File: config.mk
export PLATFORM = sky130hd
export DESIGN_NAME = mem_port_arbiter
export DESIGN_NICKNAME = d
export VERILOG_FILES = /design/src/rtl/mem_port_arbiter_pkg.sv /design/src/rtl/arb_timeout_ctr.sv /design/src/rtl/mem_port_arbiter.sv
export SDC_FILE = /design/constraint.sdc
export NUM_CORES = 1
export LEC_CHECK = 0
export BUFFER_PORTS_ARGS = -buffer_cell sky130_fd_sc_hd__buf_4
export CAP_MARGIN = 5
export CORE_UTILIZATION = 30
export DETAILED_ROUTE_END_ITERATION = 6
export HOLD_SLACK_MARGIN = 0.02
export PLACE_DENSITY = 0.57
export SETUP_SLACK_MARGIN = 0.3
export SYNTH_ARGS = -nofsm -noshare
export SYNTH_HDL_FRONTEND = slang
export SYNTH_SLANG_ARGS = --single-unit
File: constraint.sdc
create_clock -name clk -period 2.15 [get_ports clk]
set_input_delay 0.1075 -clock clk [delete_from_list [all_inputs] [get_ports clk]]
set_output_delay 0.1075 -clock clk [all_outputs]
set_load 0.005 [all_outputs]
File: src/rtl/mem_port_arbiter_pkg.sv
// Shared types for the two-requester memory port arbiter: FSM states, op encoding
// and default bus widths.
package mem_port_arbiter_pkg;

   localparam int ADDR_W_DEF = 16;
   localparam int DATA_W_DEF = 16;

   typedef enum logic [2:0] {
      IDLE    = 3'd0,
      ISSUE_D = 3'd1,
      ISSUE_F = 3'd2,
      WAIT_D  = 3'd3,
      WAIT_F  = 3'd4
   } arb_state_e;

   typedef enum logic {
      OP_RD = 1'b0,
      OP_WR = 1'b1
   } mem_op_e;

endpackage

File: src/rtl/arb_timeout_ctr.sv
// Wait-cycle counter for an outstanding memory op; expired rises once
// TIMEOUT-1 cycles have been counted since the last clear.
module arb_timeout_ctr #(
   parameter int TIMEOUT = 64
) (
   input  logic clk,
   input  logic rst,
   input  logic clr,
   input  logic en,
   output logic expired
);

   localparam int CW = (TIMEOUT > 1) ? $clog2(TIMEOUT) : 1;

   logic [CW-1:0] cnt_q, cnt_d;

   // Hold at the expiry value so the flag stays stable until the next clear.
   always_comb begin
      cnt_d = cnt_q;
      if (clr)
         cnt_d = '0;
      else if (en && !expired)
         cnt_d = cnt_q + CW'(1);
   end

   always_ff @(posedge clk or posedge rst) begin
      if (rst)
         cnt_q <= '0;
      else
         cnt_q <= cnt_d;
   end

   assign expired = (cnt_q == CW'(TIMEOUT - 1));

endmodule

File: src/rtl/mem_port_arbiter.sv
// Shares one Stall/Done memory port between fetch and data requesters.
// Data has priority; a saturating streak counter forces fetch in after MAX_STREAK data grants.
module mem_port_arbiter
   import mem_port_arbiter_pkg::*;
#(
   parameter int ADDR_W     = ADDR_W_DEF,
   parameter int DATA_W     = DATA_W_DEF,
   parameter int MAX_STREAK = 4,
   parameter int TIMEOUT    = 64
) (
   input  logic              clk,
   input  logic              rst,
   input  logic              f_rd,
   input  logic [ADDR_W-1:0] f_addr,
   output logic              f_stall,
   output logic              f_done,
   output logic [DATA_W-1:0] f_rdata,
   input  logic              d_rd,
   input  logic              d_wr,
   input  logic [ADDR_W-1:0] d_addr,
   input  logic [DATA_W-1:0] d_wdata,
   output logic              d_stall,
   output logic              d_done,
   output logic [DATA_W-1:0] d_rdata,
   output logic              mem_rd,
   output logic              mem_wr,
   output logic [ADDR_W-1:0] mem_addr,
   output logic [DATA_W-1:0] mem_wdata,
   input  logic [DATA_W-1:0] mem_rdata,
   input  logic              mem_done,
   output logic              err
);

   localparam int SW = $clog2(MAX_STREAK + 1);

   arb_state_e        state_q, state_d;
   mem_op_e           op_q, op_d;
   logic [ADDR_W-1:0] mem_addr_q, mem_addr_d;
   logic [DATA_W-1:0] mem_wdata_q, mem_wdata_d;
   logic [DATA_W-1:0] f_rdata_q, f_rdata_d;
   logic [DATA_W-1:0] d_rdata_q, d_rdata_d;
   logic              err_q, err_d;
   logic [SW-1:0]     streak_q, streak_d;

   logic d_req, illegal, force_f, grant_d, grant_f;
   logic in_issue, in_wait, expired, finish, tmo;

   assign d_req    = d_rd | d_wr;
   assign illegal  = d_rd & d_wr;
   assign force_f  = f_rd && (streak_q >= SW'(MAX_STREAK));
   assign grant_d  = (state_q == IDLE) && !illegal && d_req && !force_f;
   assign grant_f  = (state_q == IDLE) && !illegal && f_rd && !grant_d;
   assign in_issue = (state_q == ISSUE_D) || (state_q == ISSUE_F);
   assign in_wait  = (state_q == WAIT_D) || (state_q == WAIT_F);
   assign finish   = in_wait && (mem_done || expired);
   assign tmo      = in_wait && !mem_done && expired;

   arb_timeout_ctr #(.TIMEOUT(TIMEOUT)) u_timeout (
      .clk     (clk),
      .rst     (rst),
      .clr     (in_issue),
      .en      (in_wait),
      .expired (expired)
   );

   always_ff @(posedge clk or posedge rst) begin
      if (rst)
         state_q <= IDLE;
      else
         state_q <= state_d;
   end

   always_comb begin
      state_d = state_q;
      case (state_q)
         IDLE: begin
            if (grant_d)
               state_d = ISSUE_D;
            else if (grant_f)
               state_d = ISSUE_F;
         end
         ISSUE_D: state_d = WAIT_D;
         ISSUE_F: state_d = WAIT_F;
         WAIT_D, WAIT_F: begin
            if (finish)
               state_d = IDLE;
         end
         default: state_d = IDLE;
      endcase
   end

   // Read data is passed straight through on done; a timeout returns zero instead.
   always_comb begin
      mem_rd  = in_issue && (op_q == OP_RD);
      mem_wr  = in_issue && (op_q == OP_WR);
      f_done  = finish && (state_q == WAIT_F);
      d_done  = finish && (state_q == WAIT_D);
      f_rdata = f_rdata_q;
      d_rdata = d_rdata_q;
      if (f_done)
         f_rdata = tmo ? '0 : mem_rdata;
      if (d_done)
         d_rdata = tmo ? '0 : mem_rdata;
      err     = err_q || tmo;
      f_stall = f_rd && !f_done;
      d_stall = d_req && !d_done;
   end

   assign mem_addr  = mem_addr_q;
   assign mem_wdata = mem_wdata_q;

   always_comb begin
      op_d        = op_q;
      mem_addr_d  = mem_addr_q;
      mem_wdata_d = mem_wdata_q;
      f_rdata_d   = f_rdata;
      d_rdata_d   = d_rdata;
      err_d       = (state_q == IDLE) && illegal;
      streak_d    = streak_q;
      if (grant_d) begin
         op_d       = d_wr ? OP_WR : OP_RD;
         mem_addr_d = d_addr;
         if (d_wr)
            mem_wdata_d = d_wdata;
      end else if (grant_f) begin
         op_d       = OP_RD;
         mem_addr_d = f_addr;
      end
      // The streak only measures data grants taken while fetch is actually waiting.
      if (!f_rd || grant_f)
         streak_d = '0;
      else if (grant_d && (streak_q < SW'(MAX_STREAK)))
         streak_d = streak_q + SW'(1);
   end

   always_ff @(posedge clk or posedge rst) begin
      if (rst) begin
         op_q        <= OP_RD;
         mem_addr_q  <= '0;
         mem_wdata_q <= '0;
         f_rdata_q   <= '0;
         d_rdata_q   <= '0;
         err_q       <= 1'b0;
         streak_q    <= '0;
      end else begin
         op_q        <= op_d;
         mem_addr_q  <= mem_addr_d;
         mem_wdata_q <= mem_wdata_d;
         f_rdata_q   <= f_rdata_d;
         d_rdata_q   <= d_rdata_d;
         err_q       <= err_d;
         streak_q    <= streak_d;
      end
   end

endmodule

==> flow_summary.ini <==
[synthesis]
yosysMostFrequentCell = dfrtp_1
synthDistinctLibCells = 46
synth_top_area_cell = dfrtp_1
synth_ff_type = dfrtp_1
postSynthCellCount = 269
synth_area_per_cell_um2 = 12.3
synth_seq_cells = 78
ys_async_sr_fraction_pct = 100
synth.area.top_cells = dfrtp_1, a32o_1, mux2_2
yosysSeqAreaShare_pct = 59.1
synth.top_cell.area_share_pct = 59.1
syn_nets = 341
yosys_warnings = 0
synth_edf_count = 0
synth_commonest_cells = dfrtp_1, a32o_1, nand2_1
syn-cell-area_um2 = 3300

[route]
wire_per_inst_um = 15.4
vias = 2934
drt-total-wl_um = 9130
route.detailed.drc = 0
viasPerCell = 4.96
dr.pass1.iters = 5
drt_iter0_drc = 131
postRouteAntennaNets = 0

[floorplan]
core_um2 = 10500
fp.dieW_um = 107
ioPinCount = 141
fp.dieArea_um2 = 11400
core.rowCount = 37
initial_core_util_pct = 31.4
dieHeight_um = 107

[timing]
period_share_pct = 93.3
tightest_slew_ns = 1.07
period_minus_slack_ns = 2.01
slew_viol_final = 0
slew_headroom_pct = 28.5
setup_violations = 0
rsz0062_at_grt = true
worst_clock_skew_ns = 0.00842
hold_violations = 0
tns_ns = 0
fmax_ghz = 0.499

[setup_path]
end_kind = primary output
required_ns = 2.04
cp_slowest_cell = dfrtp_1
crit_arrival_ns = 1.90
critPathMaxFanout = 9
path_cells = ha_2, and4_4, a21o_4, nand2_4, buf_12, a32o_2, buf_4
startpoint_type = flip-flop
path_class = flip-flop to primary output
slowest_delay_ns = 0.36

[cts]
clk_latency_ns = 0.34
clk_path_buf_depth = 2
clk_pin_slew_worst_paths_ns = 0.08
clock_sinks = 78
htreeDepth = 3
cts_made_buffers = 9
root_buffer = clkbuf_8
cts_tree = done

[status]
status = complete, no violations

[grt]
grt_pass1_wl_um = 14600
grt_antenna_before_repair = 0
grt_max_degree = 41
gr-total-overflow = 0
grt_usage_pct = 16.5
grt_pass1_vias = 2913

[place]
placed_cells = 537
finalWeightedCongestion = 0.781
io_buffers = 140
dp_hpwl_um = 6140

[power]
power.leakage_uw = 0.00253
power_density_nw_per_um2 = 1280
ir_drop_v = 0.000501

[layout]
syn_to_final_growth_pct = 58.6
instances_no_fill = 592
finalNetCount = 523
diodes = 0
drive_above_1_share_pct = 51.5

[run]
drv_cap = 0

[hold_path]
hold_class = primary input to flip-flop
-- worst paths after layout --
check                                          startpoint                  endpoint  slack, ns  depth (start not counted)
min reg2reg                       streak_q[0]$_DFFE_PP0P_   streak_q[0]$_DFFE_PP0P_       0.49                          1
max in group asynchronous                             rst    f_rdata_q[8]$_DFF_PP0_       0.98                          4
max reg2reg                        state_q[0]$_DFFE_PP0P_  mem_wdata[2]$_DFFE_PP0P_       0.41                          6
max                        u_timeout.cnt_q[1]$_DFFE_PP0P_                d_rdata[1]       0.14                          7
min in group asynchronous                             rst  mem_wdata[4]$_DFFE_PP0P_       0.53                          3
min                                            d_addr[12]  mem_addr[12]$_DFFE_PP0P_       0.04                          3
-- through the flow --
step	utilization (%)	hold WS (ns)	worst slack, ns	power [uW]	instance area (um^2)
4_1_cts	48.8	0.0225	0.131	6690	5130
3_5_place_dp	43.3	0.331	0.323	5260	4550
6_report	49.8	0.0438	0.144	6710	5240
5_1_grt	49.8	0.0274	0.0692	7170	5240
3_3_place_gp	43.3	0.324	0.341	5220	4550
2_1_floorplan	-	0.239	0.433	3790	3310
-- state kept, by name (all words and copies together) (netlist names) --
register and flops:
u_timeout.cnt_q 6, streak_q 3, err_q 1, f_rdata_q 16, state_q 3, mem_wdata 16, mem_addr 16, op_q 1
d_rdata_q 16
-- layer usage --
metal | vias up | part of all wire [%] | global-route usage (%)
met5 | - | 0 | 0
met4 | 0 | 1.6 | 4.40
met3 | 11 | 4.8 | 4.38
met2 | 100 | 52 | 28.4
met1 | 1424 | 42 | 20.3
li1 | 1399 | - | -
-- cells in the final DEF (no fill, tap or decap), types with 2 or more instances in the layout --
cell type / instances
a211oi_1: 2
a21oi_1: 5
a32o_1: 20
a32o_2: 12
buf_12: 2
buf_4: 161
buf_6: 10
bufinv_16: 2
clkbuf_8: 9
clkinv_4: 3
clkinvlp_4: 2
dfrtp_1: 75
dfrtp_2: 3
dlygate4sd3_1: 19
inv_1: 6
mux2_1: 4
mux2_2: 12
nand2_1: 20
nand2_4: 2
nand3_1: 4
nor2_1: 5
o211ai_1: 2
o21a_1: 2
o21ai_0: 3
o21ai_1: 17
o22ai_1: 16
o31ai_1: 3
xor2_1: 2
-- repair_timing --
| item | CTS | global route |
|---|---|---|
| endpoints found under the hold margin | 54 | 1 |
| pin swaps | 4 | 7 |
| buffers inserted | 10 | 6 |
| resized for setup | 22 | 18 |
| gates cloned | 3 | 0 |
| setup endpoints to repair | 38 | 37 |
| hold buffers | 18 | 1 |
-- where the power goes --
part / leakage [uW] / switching (uW) / internal (uW)
clock network: 0.000109 / 546 / 657
registers: 0.000979 / 267 / 2090
logic: 0.00144 / 1360 / 1790
total: 0.00253 / 2170 / 4540
-- cells by family after synthesis --
group           after synthesis  share of synthesized area (%)
buf+inv                      31                           4.73
fa+ha+maj                     2                          0.757
simple gates                 43                           6.63
flops                        78                           59.1
xor+xnor                      2                          0.530
mux                          17                           5.76
compound gates               96                           22.5
-- final cells by class --
class                           instances  area (um^2)
Clock buffer                            9          124
Clock inverter                          7         98.8
Fill cell                             958         5270
Inverter                                8         33.8
Multi-Input combinational cell        160         1270
Sequential cell                        78         1960
Tap cell                              136          170
Timing Repair Buffer                  194         1580
-- worst max-delay path, delay by kind of cell (launching register included) --
family                   cells  cell delay (ns)
AO/OA/AOI/OAI                2             0.41
AND/OR/NAND/NOR              2             0.32
adder cells (fa/ha/maj)      1             0.18
flip-flops                   1             0.36
buffers and inverters        2             0.29
No activity file was read; power rests on OpenSTA's default activity.
